`src/rtl/ahb_pkg.sv`:
```
// ahb_pkg: shared AHB-Lite encodings and burst-length helper.
package ahb_pkg;
    localparam logic [1:0] HTRANS_IDLE   = 2'b00;
    localparam logic [1:0] HTRANS_BUSY   = 2'b01;
    localparam logic [1:0] HTRANS_NONSEQ = 2'b10;
    localparam logic [1:0] HTRANS_SEQ    = 2'b11;

    localparam logic [2:0] HBURST_SINGLE = 3'b000;
    localparam logic [2:0] HBURST_INCR   = 3'b001;
    localparam logic [2:0] HBURST_WRAP4  = 3'b010;
    localparam logic [2:0] HBURST_INCR4  = 3'b011;
    localparam logic [2:0] HBURST_WRAP8  = 3'b100;
    localparam logic [2:0] HBURST_INCR8  = 3'b101;
    localparam logic [2:0] HBURST_WRAP16 = 3'b110;
    localparam logic [2:0] HBURST_INCR16 = 3'b111;

    localparam logic [1:0] HRESP_OKAY  = 2'b00;
    localparam logic [1:0] HRESP_ERROR = 2'b01;

    // Undefined-length INCR and SINGLE both report one beat.
    function automatic logic [4:0] burst_beats(input logic [2:0] hburst);
        return (hburst inside {HBURST_WRAP4, HBURST_INCR4})   ? 5'd4  :
               (hburst inside {HBURST_WRAP8, HBURST_INCR8})   ? 5'd8  :
               (hburst inside {HBURST_WRAP16, HBURST_INCR16}) ? 5'd16 : 5'd1;
    endfunction
endpackage

```
`src/rtl/ahb_rr_pick.sv`:
```
// ahb_rr_pick: combinational round-robin picker; scans last+1 .. last, owner last.
module ahb_rr_pick #(
    parameter int N  = 4,
    parameter int MW = $clog2(N)
) (
    input  logic [N-1:0]  req,
    input  logic [MW-1:0] last,
    output logic          valid,
    output logic [MW-1:0] winner
);
    always_comb begin
        valid  = 1'b0;
        winner = last;
        for (int i = N; i >= 1; i--) begin
            if (req[(int'(last) + i) % N]) begin
                valid  = 1'b1;
                winner = MW'((int'(last) + i) % N);
            end
        end
    end
endmodule

```
`src/rtl/ahb_bus_arbiter.sv`:
```
// ahb_bus_arbiter: round-robin AHB-Lite arbiter with burst lock and address/write-data muxing.
module ahb_bus_arbiter
    import ahb_pkg::*;
#(
    parameter int ADDR_WIDTH    = 32,
    parameter int DATA_WIDTH    = 32,
    parameter int NO_OF_MASTERS = 4,
    parameter int MW            = $clog2(NO_OF_MASTERS)
) (
    input  logic                                HCLK,
    input  logic                                HRESET,
    input  logic [NO_OF_MASTERS-1:0]            HBUSREQ,
    input  logic [NO_OF_MASTERS*ADDR_WIDTH-1:0] M_HADDR,
    input  logic [NO_OF_MASTERS*2-1:0]          M_HTRANS,
    input  logic [NO_OF_MASTERS-1:0]            M_HWRITE,
    input  logic [NO_OF_MASTERS*3-1:0]          M_HSIZE,
    input  logic [NO_OF_MASTERS*3-1:0]          M_HBURST,
    input  logic [NO_OF_MASTERS*DATA_WIDTH-1:0] M_HWDATA,
    input  logic                                HREADY,
    input  logic [1:0]                          HRESP,
    output logic [NO_OF_MASTERS-1:0]            HGRANT,
    output logic [MW-1:0]                       HMASTER,
    output logic [MW-1:0]                       HMASTER_D,
    output logic [ADDR_WIDTH-1:0]               HADDR,
    output logic [1:0]                          HTRANS,
    output logic                                HWRITE,
    output logic [2:0]                          HSIZE,
    output logic [2:0]                          HBURST,
    output logic [DATA_WIDTH-1:0]               HWDATA
);
    logic [NO_OF_MASTERS-1:0] r_grant;
    logic [MW-1:0]            r_master;
    logic [MW-1:0]            r_master_d;
    logic [3:0]               r_cnt;
    logic                     r_incr;
    logic [3:0]               w_cnt_n;
    logic                     w_incr_n;
    logic                     w_locked;
    logic                     w_valid;
    logic [MW-1:0]            w_winner;

    ahb_rr_pick #(.N(NO_OF_MASTERS), .MW(MW)) u_pick (
        .req    (HBUSREQ),
        .last   (r_master),
        .valid  (w_valid),
        .winner (w_winner)
    );

    assign HGRANT    = r_grant;
    assign HMASTER   = r_master;
    assign HMASTER_D = r_master_d;
    assign HADDR     = M_HADDR[int'(r_master)*ADDR_WIDTH +: ADDR_WIDTH];
    assign HTRANS    = |r_grant ? M_HTRANS[int'(r_master)*2 +: 2] : HTRANS_IDLE;
    assign HWRITE    = M_HWRITE[r_master];
    assign HSIZE     = M_HSIZE[int'(r_master)*3 +: 3];
    assign HBURST    = M_HBURST[int'(r_master)*3 +: 3];
    assign HWDATA    = M_HWDATA[int'(r_master_d)*DATA_WIDTH +: DATA_WIDTH];

    // Lock state as it will stand after the transfer accepted at this edge.
    assign w_cnt_n  = (HTRANS == HTRANS_NONSEQ) ? 4'(burst_beats(HBURST) - 5'd1) :
                      (HTRANS == HTRANS_SEQ)    ? r_cnt - 4'(r_cnt != 4'd0)       : r_cnt;
    assign w_incr_n = ((HTRANS == HTRANS_NONSEQ) ? (HBURST == HBURST_INCR) : r_incr)
                      & HBUSREQ[r_master] & (HTRANS != HTRANS_IDLE);
    assign w_locked = (w_cnt_n != 4'd0) | w_incr_n;

    always_ff @(posedge HCLK) begin
        if (HRESET) begin
            r_grant    <= '0;
            r_master   <= '0;
            r_master_d <= '0;
            r_cnt      <= '0;
            r_incr     <= 1'b0;
        end else if (HREADY) begin
            r_cnt  <= w_cnt_n;
            r_incr <= w_incr_n;
            if (|r_grant)
                r_master_d <= r_master;
            if (!w_locked) begin
                r_grant <= w_valid ? NO_OF_MASTERS'(1) << w_winner : '0;
                if (w_valid)
                    r_master <= w_winner;
            end
        end else if (HRESP == HRESP_ERROR) begin
            r_cnt  <= '0;
            r_incr <= 1'b0;
        end
    end
endmodule

```
`config.mk`:
```
export PLATFORM = sky130hd
export DESIGN_NAME = ahb_bus_arbiter
export DESIGN_NICKNAME = d
export VERILOG_FILES = /design/src/rtl/ahb_pkg.sv /design/src/rtl/ahb_rr_pick.sv /design/src/rtl/ahb_bus_arbiter.sv
export SDC_FILE = /design/constraint.sdc
export NUM_CORES = 1
export LEC_CHECK = 0
export ABC_AREA = 0
export CORE_AREA = 2 2 147 149
export CTS_BUF_LIST = sky130_fd_sc_hd__clkbuf_16
export DETAILED_ROUTE_END_ITERATION = 16
export DIE_AREA = 0 0 149 151
export PLACE_DENSITY = 0.47
export SYNTH_ARGS = -nofsm -noshare
export SYNTH_HDL_FRONTEND = slang
export SYNTH_SLANG_ARGS = --single-unit
```
`constraint.sdc`:
```
create_clock -name HCLK -period 3 [get_ports HCLK]
set_clock_uncertainty 0.15 [all_clocks]
set_input_delay 0.6 -clock HCLK [delete_from_list [all_inputs] [get_ports HCLK]]
set_output_delay 0.6 -clock HCLK [all_outputs]
set_load 0.02 [all_outputs]
```
==> out/results.ini, run 1 <==
[outcome]
status = complete, no violations

[clock_tree]
tritoncts = yes
cts_max_level = 1
clockBufferDepth = 2
clkLatencyLatePin_ns = 0.24
clkTransAtPathRegs_ns = 0.05
postCtsHoldBufs = 0
clock-sinks = 13
cts_setup_buffers = 0
cts-root-buf = clkbuf_16
cts_buffers = 3

[sta]
clock.fmax_ghz = 0.342
post-route-min-period_ns = 2.92
hold_viol = 0
slew_headroom_pct = 62.1
min_period_over_period_pct = 97.5
worst_hold_slack_ns = 0.303
fin_setup_tns_ns = 0
slew_violations = 0
setup_violations = 0
rsz0062_at_grt = true
tightest_slew_ns = 0.564

[run]
cap_viol_max_count = 0

[die]
die_w_um = 149
die-area_mm2 = 0.0225
core_area_mm2 = 0.0208
io-pin-count = 382
die_height_um = 151
start_util_pct = 12.9
rows = 53

[worst_setup_path]
end_kind = register
worstPathArrival_ns = 2.90
crit_fanout = 4
crit_slowest_cell = or4b_4
critical_path.max_stage_delay_ns = 0.58
worstPathRequired_ns = 2.97
critical_path_class = primary input to register
start_kind = primary input
crit_chain = clkdlybuf4s50_1, mux4_2, o211a_1, buf_4, nand3_1, o211ai_1, or4b_4, mux2i_1

[grt]
grt_max_degree = 36
grt_pass1_vias = 4293
grt_usage_pct = 14.8
antenna_found_initial = 0
grt_pass1_wl_um = 25100
gr-total-overflow = 0

[routing]
ant_nets = 0
drcViolationCount = 0
totalWireLength_um = 17500
avgRoutedWirePerCell_um = 20.0
drt-pass1-iter-count = 4
drtIter0Drc = 110
vias = 3756
via_per_inst = 4.29

[pwr]
total_power_uw = 2860
powerDensity_mw_per_mm2 = 403
peakVddDrop_v = 0.000225
p_leak_uw = 0.00263

[synth]
yosysSeqAreaShare_pct = 9.71
synth_seq_cells = 13
synthCells = 214
synth-edff-count = 0
synthAdderAreaFrac_pct = 0.934
synth_area_mm2 = 0.00268
synth_nets = 517
synth_xor_area_share_pct = 0
async_reset_ff_share_pct = 0
synth.distinct_cells = 37
synth_top_family_by_area = multiplexers
synthMuxAreaShare_pct = 65.8
yosys_warnings = 0
avgSynthCellArea_um2 = 12.5
synth_compound_area_share_pct = 6.16
ys.flop_type = dfxtp_1
synth-simple-area-share_pct = 13.1

[final_layout]
syn_to_final_growth_pct = 165
diodes = 0
drive_gt1_share_pct = 18.6
nets = 905
stdcell_count = 876
design_area_mm2 = 0.00711

[placement]
dp.cells = 872
io_buffers = 381
hpwlAfterDp_um = 15800
post_dp_cell_area_mm2 = 0.00698
place.gp.congestion = 0.858

[worst_hold_path]
min_path_type = register to register

-- worst max-delay path, delay by kind of cell --
family / cells / cell delay (ns)
mux: 2 / 0.67
simple gates: 2 / 0.65
compound gates: 2 / 0.42
buf+inv: 2 / 0.56
-- where the power goes --
part	leakage [uW]	switching [uW]	internal (uW)
logic	0.00248	1010	1350
clock network	0.0000423	73.8	176
registers	0.000107	58.1	203
total	0.00263	1140	1730
-- area by class of cell --
class / instances / area, um^2
Sequential cell: 13 / 267
Inverter: 6 / 22.5
Tap cell: 275 / 344
Clock buffer: 3 / 75.1
Fill cell: 2096 / 13700
Clock inverter: 1 / 3.75
Timing Repair Buffer: 405 / 4080
Multi-Input combinational cell: 173 / 2320
-- registers in the layout (all words and copies together), names as in the netlist --
name       cells
HGRANT         4
HMASTER        2
HMASTER_D      2
r_cnt          4
r_incr         1
-- layer usage --
layer	track usage (%)	vias up	share of wire, %	routed length [um]
li1	-	1693	-	-
met1	15.9	1817	35	6120
met2	29.4	240	54	9430
met3	3.73	6	10	1760
met4	1.95	0	1.0	176
met5	0	-	0	0
-- per-stage QoR --
| stage | util [%] | setup slack (ns) |
|---|---|---|
| final | 34.2 | 0.0753 |
| after global routing | 34.2 | -0.0288 |
| after CTS | 33.8 | -0.0398 |
| after detailed placement | 33.5 | -0.281 |
| after global placement | 33.5 | -0.234 |
| after floorplan | - | 0.0830 |
-- path summary, 6_finish.rpt --
| check | start | to | slack (ns) | cells past startpoint |
|---|---|---|---|---|
| min | HMASTER_D[1] | HMASTER_D[1] | 0.30 | 2 |
| max reg2reg | HMASTER[0] | HGRANT[3] | 0.23 | 7 |
| min reg2reg | HMASTER_D[1] | HMASTER_D[1] | 0.30 | 2 |
| max | M_HTRANS[7] | HGRANT[3] | 0.08 | 8 |
-- cells by family (layout without fill, tap and decap cells) --
family | after synthesis | after routing
DFF | 13 | 13
adders and majority gates | 2 | 2
and+or+nand+nor | 62 | 62
AOI/OAI and AO/OA | 27 | 27
buffers and inverters | 28 | 415
muxes | 82 | 82
-- cells in the mapped netlist, types with 3 or more instances --
library cell | count | area, um^2
buf_1 | 6 | 22.5
mux2i_1 | 6 | 60.1
and2_1 | 3 | 18.8
inv_1 | 6 | 22.5
nand2_1 | 7 | 26.3
nor2_1 | 12 | 45.0
dfxtp_1 | 13 | 260
o21ai_0 | 8 | 40.0
nand3_1 | 9 | 45.0
nand2b_1 | 14 | 87.6
mux4_2 | 74 | 1670
a21oi_1 | 10 | 50.1
nor2b_1 | 3 | 18.8
clkbuf_1 | 13 | 48.8
-- cells in the final DEF, fill, tap and decap left out, types with 3 or more instances in the layout --
master,netlist,routed
inv_1,6,7
buf_12,0,4
a21oi_1,10,10
o21ai_0,8,7
buf_4,0,22
nand3_1,9,9
nand2_1,7,7
clkdlybuf4s50_1,0,352
nor2_1,12,12
mux4_2,74,75
dlygate4sd2_1,0,6
dlymetal6s2s_1,0,21
dfxtp_1,13,10
and2_1,3,3
nand2b_1,14,14
clkbuf_16,0,3
nor2b_1,3,3
mux2i_1,6,6
-- what timing repair did --
item                                    in CTS  in global routing
endpoints found under the setup margin      11                 26
pin swaps                                    0                  1
gates resized for setup                      6                 26
(Power assumes the default switching activity.)
==> run 2, diff against run 1 <==
- CORE_AREA: 2 2 147 149 -> 2 2 148 150
- DIE_AREA: 0 0 149 151 -> 0 0 150 152
- GPL_TIMING_DRIVEN: not set -> 0
- PLACE_DENSITY: 0.47 -> 0.46
- SYNTH_HIERARCHICAL: not set -> 1
==> run 2 against run 1 <==
Compared with the run above: first-iteration DRC count unchanged; utilization decreased by 1.1 points; critical path depth decreased by 4; critical path type is now register to output port; flip-flop and latch count unchanged; die area increased by 1.3%.
==> out/results.ini, run 2 <==
[die]
die_w_um = 150  ; +0.67%
rows = 54  ; +1.9%
start_util_pct = 12.8  ; -0.096 points
die_height_um = 152  ; +0.66%
die-area_mm2 = 0.0228  ; +1.3%
core_area_mm2 = 0.0214  ; +2.5%
io-pin-count = 382  ; unchanged

[synth]
ys.flop_type = dfxtp_1
synthCells = 216  ; +0.93%
synth_area_mm2 = 0.00273  ; +1.8%
async_reset_ff_share_pct = 0  ; unchanged
yosysMostFrequentCell = mux4_2
yosysTopAreaCell = mux4_2
avgSynthCellArea_um2 = 12.6  ; +0.83%
synth-edff-count = 0  ; unchanged
ys_top_cells_by_area = mux4_2 63%, dfxtp_1 9.5%, nand2b_1 2.5%, a21oi_1 1.8%, mux2i_1 1.8%
yosys.area.top_type_share_pct = 62.8  ; +0.57 points
yosysSeqAreaShare_pct = 9.54  ; -0.17 points
synth_nets = 519  ; +0.39%
synth_seq_cells = 13  ; unchanged
yosys_warnings = 6  ; +6
yosys-top-cells-count = 76 x mux4_2, 13 x dfxtp_1, 11 x nand2b_1
synth.distinct_cells = 39  ; +5.4%

[placement]
place.gp.congestion = 0.865  ; +0.77%
pre_cts_slack_ns = -0.790  ; -0.509 ns
io_buffers = 381  ; unchanged
hpwlAfterDp_um = 16300  ; +3.1%
post_dp_cell_area_mm2 = 0.00689  ; -1.2%

[worst_setup_path]
start_kind = register
critical_path_class = register to output port
worstPathRequired_ns = 2.25  ; -0.72 ns
crit_fanout = 10  ; +6
critical_path.max_stage_delay_ns = 0.56  ; -0.02 ns
worstPathArrival_ns = 2.19  ; -0.71 ns
crit_slowest_cell = clkdlybuf4s50_1
end_kind = output port
crit_chain = clkbuf_1, clkbuf_2, mux4_2, clkdlybuf4s50_1

[grt]
grt_pass1_vias = 4335  ; +0.98%
grt_pass1_wl_um = 25900  ; +3.2%
antenna_found_initial = 4  ; +4
gr-total-overflow = 0  ; unchanged
grt_max_degree = 11  ; -69%
grt_usage_pct = 15.0  ; +0.19 points

[sta]
hold_viol = 0  ; unchanged
tightest_slew_ns = 0.718  ; +0.154 ns
clock.fmax_ghz = 0.340  ; -0.56%
slew_violations = 0  ; unchanged
min_period_over_period_pct = 98.0  ; +0.55 points
slew_headroom_pct = 51.7  ; -10 points
fin_setup_tns_ns = 0  ; unchanged
layout_setup_ws_ns = 0.0589  ; -0.0164 ns
post-route-min-period_ns = 2.94  ; +0.0164 ns
setup_violations = 0  ; unchanged
worst_hold_slack_ns = 0.362  ; +0.0592 ns

[routing]
via_per_inst = 4.29  ; about the same
vias = 3798  ; +1.1%
drtIter0Drc = 110  ; unchanged
drt-pass1-iter-count = 4  ; unchanged
avgRoutedWirePerCell_um = 20.4  ; +2.2%
ant_nets = 0  ; unchanged
drcViolationCount = 0  ; unchanged
totalWireLength_um = 18100  ; +3.2%

[clock_tree]
cts_max_level = 1  ; unchanged
clkLatencyLatePin_ns = 0.24  ; about the same
clock-sinks = 13  ; unchanged
cts-root-buf = clkbuf_16
clockBufferDepth = 2  ; unchanged
cts_buffers = 3  ; unchanged
clkTransAtPathRegs_ns = 0.05  ; about the same
tritoncts = yes

[final_layout]
post-route-util_pct = 33.1  ; -1.1 points
nets = 907  ; +0.22%
mostFrequentLayoutCells = 351 x clkdlybuf4s50_1, 76 x mux4_2, 26 x dlygate4sd2_1
design_area_mm2 = 0.00706  ; -0.69%
syn_to_final_growth_pct = 159
layout_commonest_cell = clkdlybuf4s50_1
drive_gt1_share_pct = 18.1  ; -0.56 points

[run]
cap_viol_max_count = 0  ; unchanged

[worst_hold_path]
min_path_type = register to register

[pwr]
peakVddDrop_v = 0.000328  ; +46%
p_leak_uw = 0.00244  ; -7.1%
powerDensity_mw_per_mm2 = 527  ; +31%

[outcome]
status = complete, no violations

[run 2: cell types whose count changed in the layout (fill, tap and decap cells not counted), moves of 4 or more]
cell / previous run / this run
dlymetal6s2s_1: 21 / 4
nor2b_1: 3 / 8
o21ai_0: 7 / 1
dlygate4sd2_1: 6 / 26
buf_12: 4 / 0
clkbuf_1: 0 / 4
buf_6: 0 / 4
nand3_1: 9 / 5
buf_4: 22 / 8
[run 2: timing repair]
| action | CTS | global route |
|---|---|---|
| gates resized for setup | 73 | 9 |
| hold endpoints to repair | 0 | 0 |
| hold buffers | 0 | 0 |
| endpoints found under the setup margin | 68 | 8 |
| buffers inserted | 0 | 3 |
| pin swaps | 0 | 6 |
[run 2: kinds of logic after synthesis]
kind of cell / synth area share [%]
muxes: 65.0
buffers and inverters: 4.50
DFF: 9.54
adders and majority gates: 0.917
AOI/OAI and AO/OA: 6.51
and+or+nand+nor: 13.5
[run 2: critical path: cells and delay by family, from the launching register on]
| kind | cells | cell delay (ns) |
|---|---|---|
| buffers and inverters | 3 | 1.22 |
| DFF | 1 | 0.35 |
| muxes | 1 | 0.39 |
[run 2: layout make-up]
cell class / count / area (um^2)
Timing Repair Buffer: 384 / 3810
Sequential cell: 13 / 264
Clock inverter: 1 / 5.00
Tap cell: 280 / 350
Clock buffer: 3 / 75.1
Buffer: 20 / 148
Antenna cell: 2 / 5.00
Fill cell: 2207 / 14300
Inverter: 9 / 33.8
Multi-Input combinational cell: 173 / 2370
[run 2: where the power goes]
part / internal, uW / total (uW) / switching [uW] / leakage (uW)
combinational: 1700 / 3200 / 1500 / 0.00230
sequential: 216 / 269 / 53.8 / 0.000107
clock: 178 / 256 / 78.2 / 0.0000409
[run 2: metrics by stage]
stage,power [uW],cells
after detailed placement,3510,877
after global routing,3960,885
after floorplan,2030,216
after CTS,3730,880
after global placement,3490,877
final,3730,885
[run 2: layer usage]
layer  global-route usage, %  wire, um
met1                    15.4      6200
met2                    29.0      9540
met3                    6.04      2180
met4                    1.39       116
met5                       0        21
[run 2: final timing paths]
kind              depth (start not counted)         end  slack [ns]          from
setup reg to reg                          8  HMASTER[1]        0.20      r_cnt[1]
setup / recovery                          4  HWDATA[15]        0.06  HMASTER_D[1]
hold / removal                            2      r_incr        0.36        r_incr
hold reg to reg                           2      r_incr        0.36        r_incr
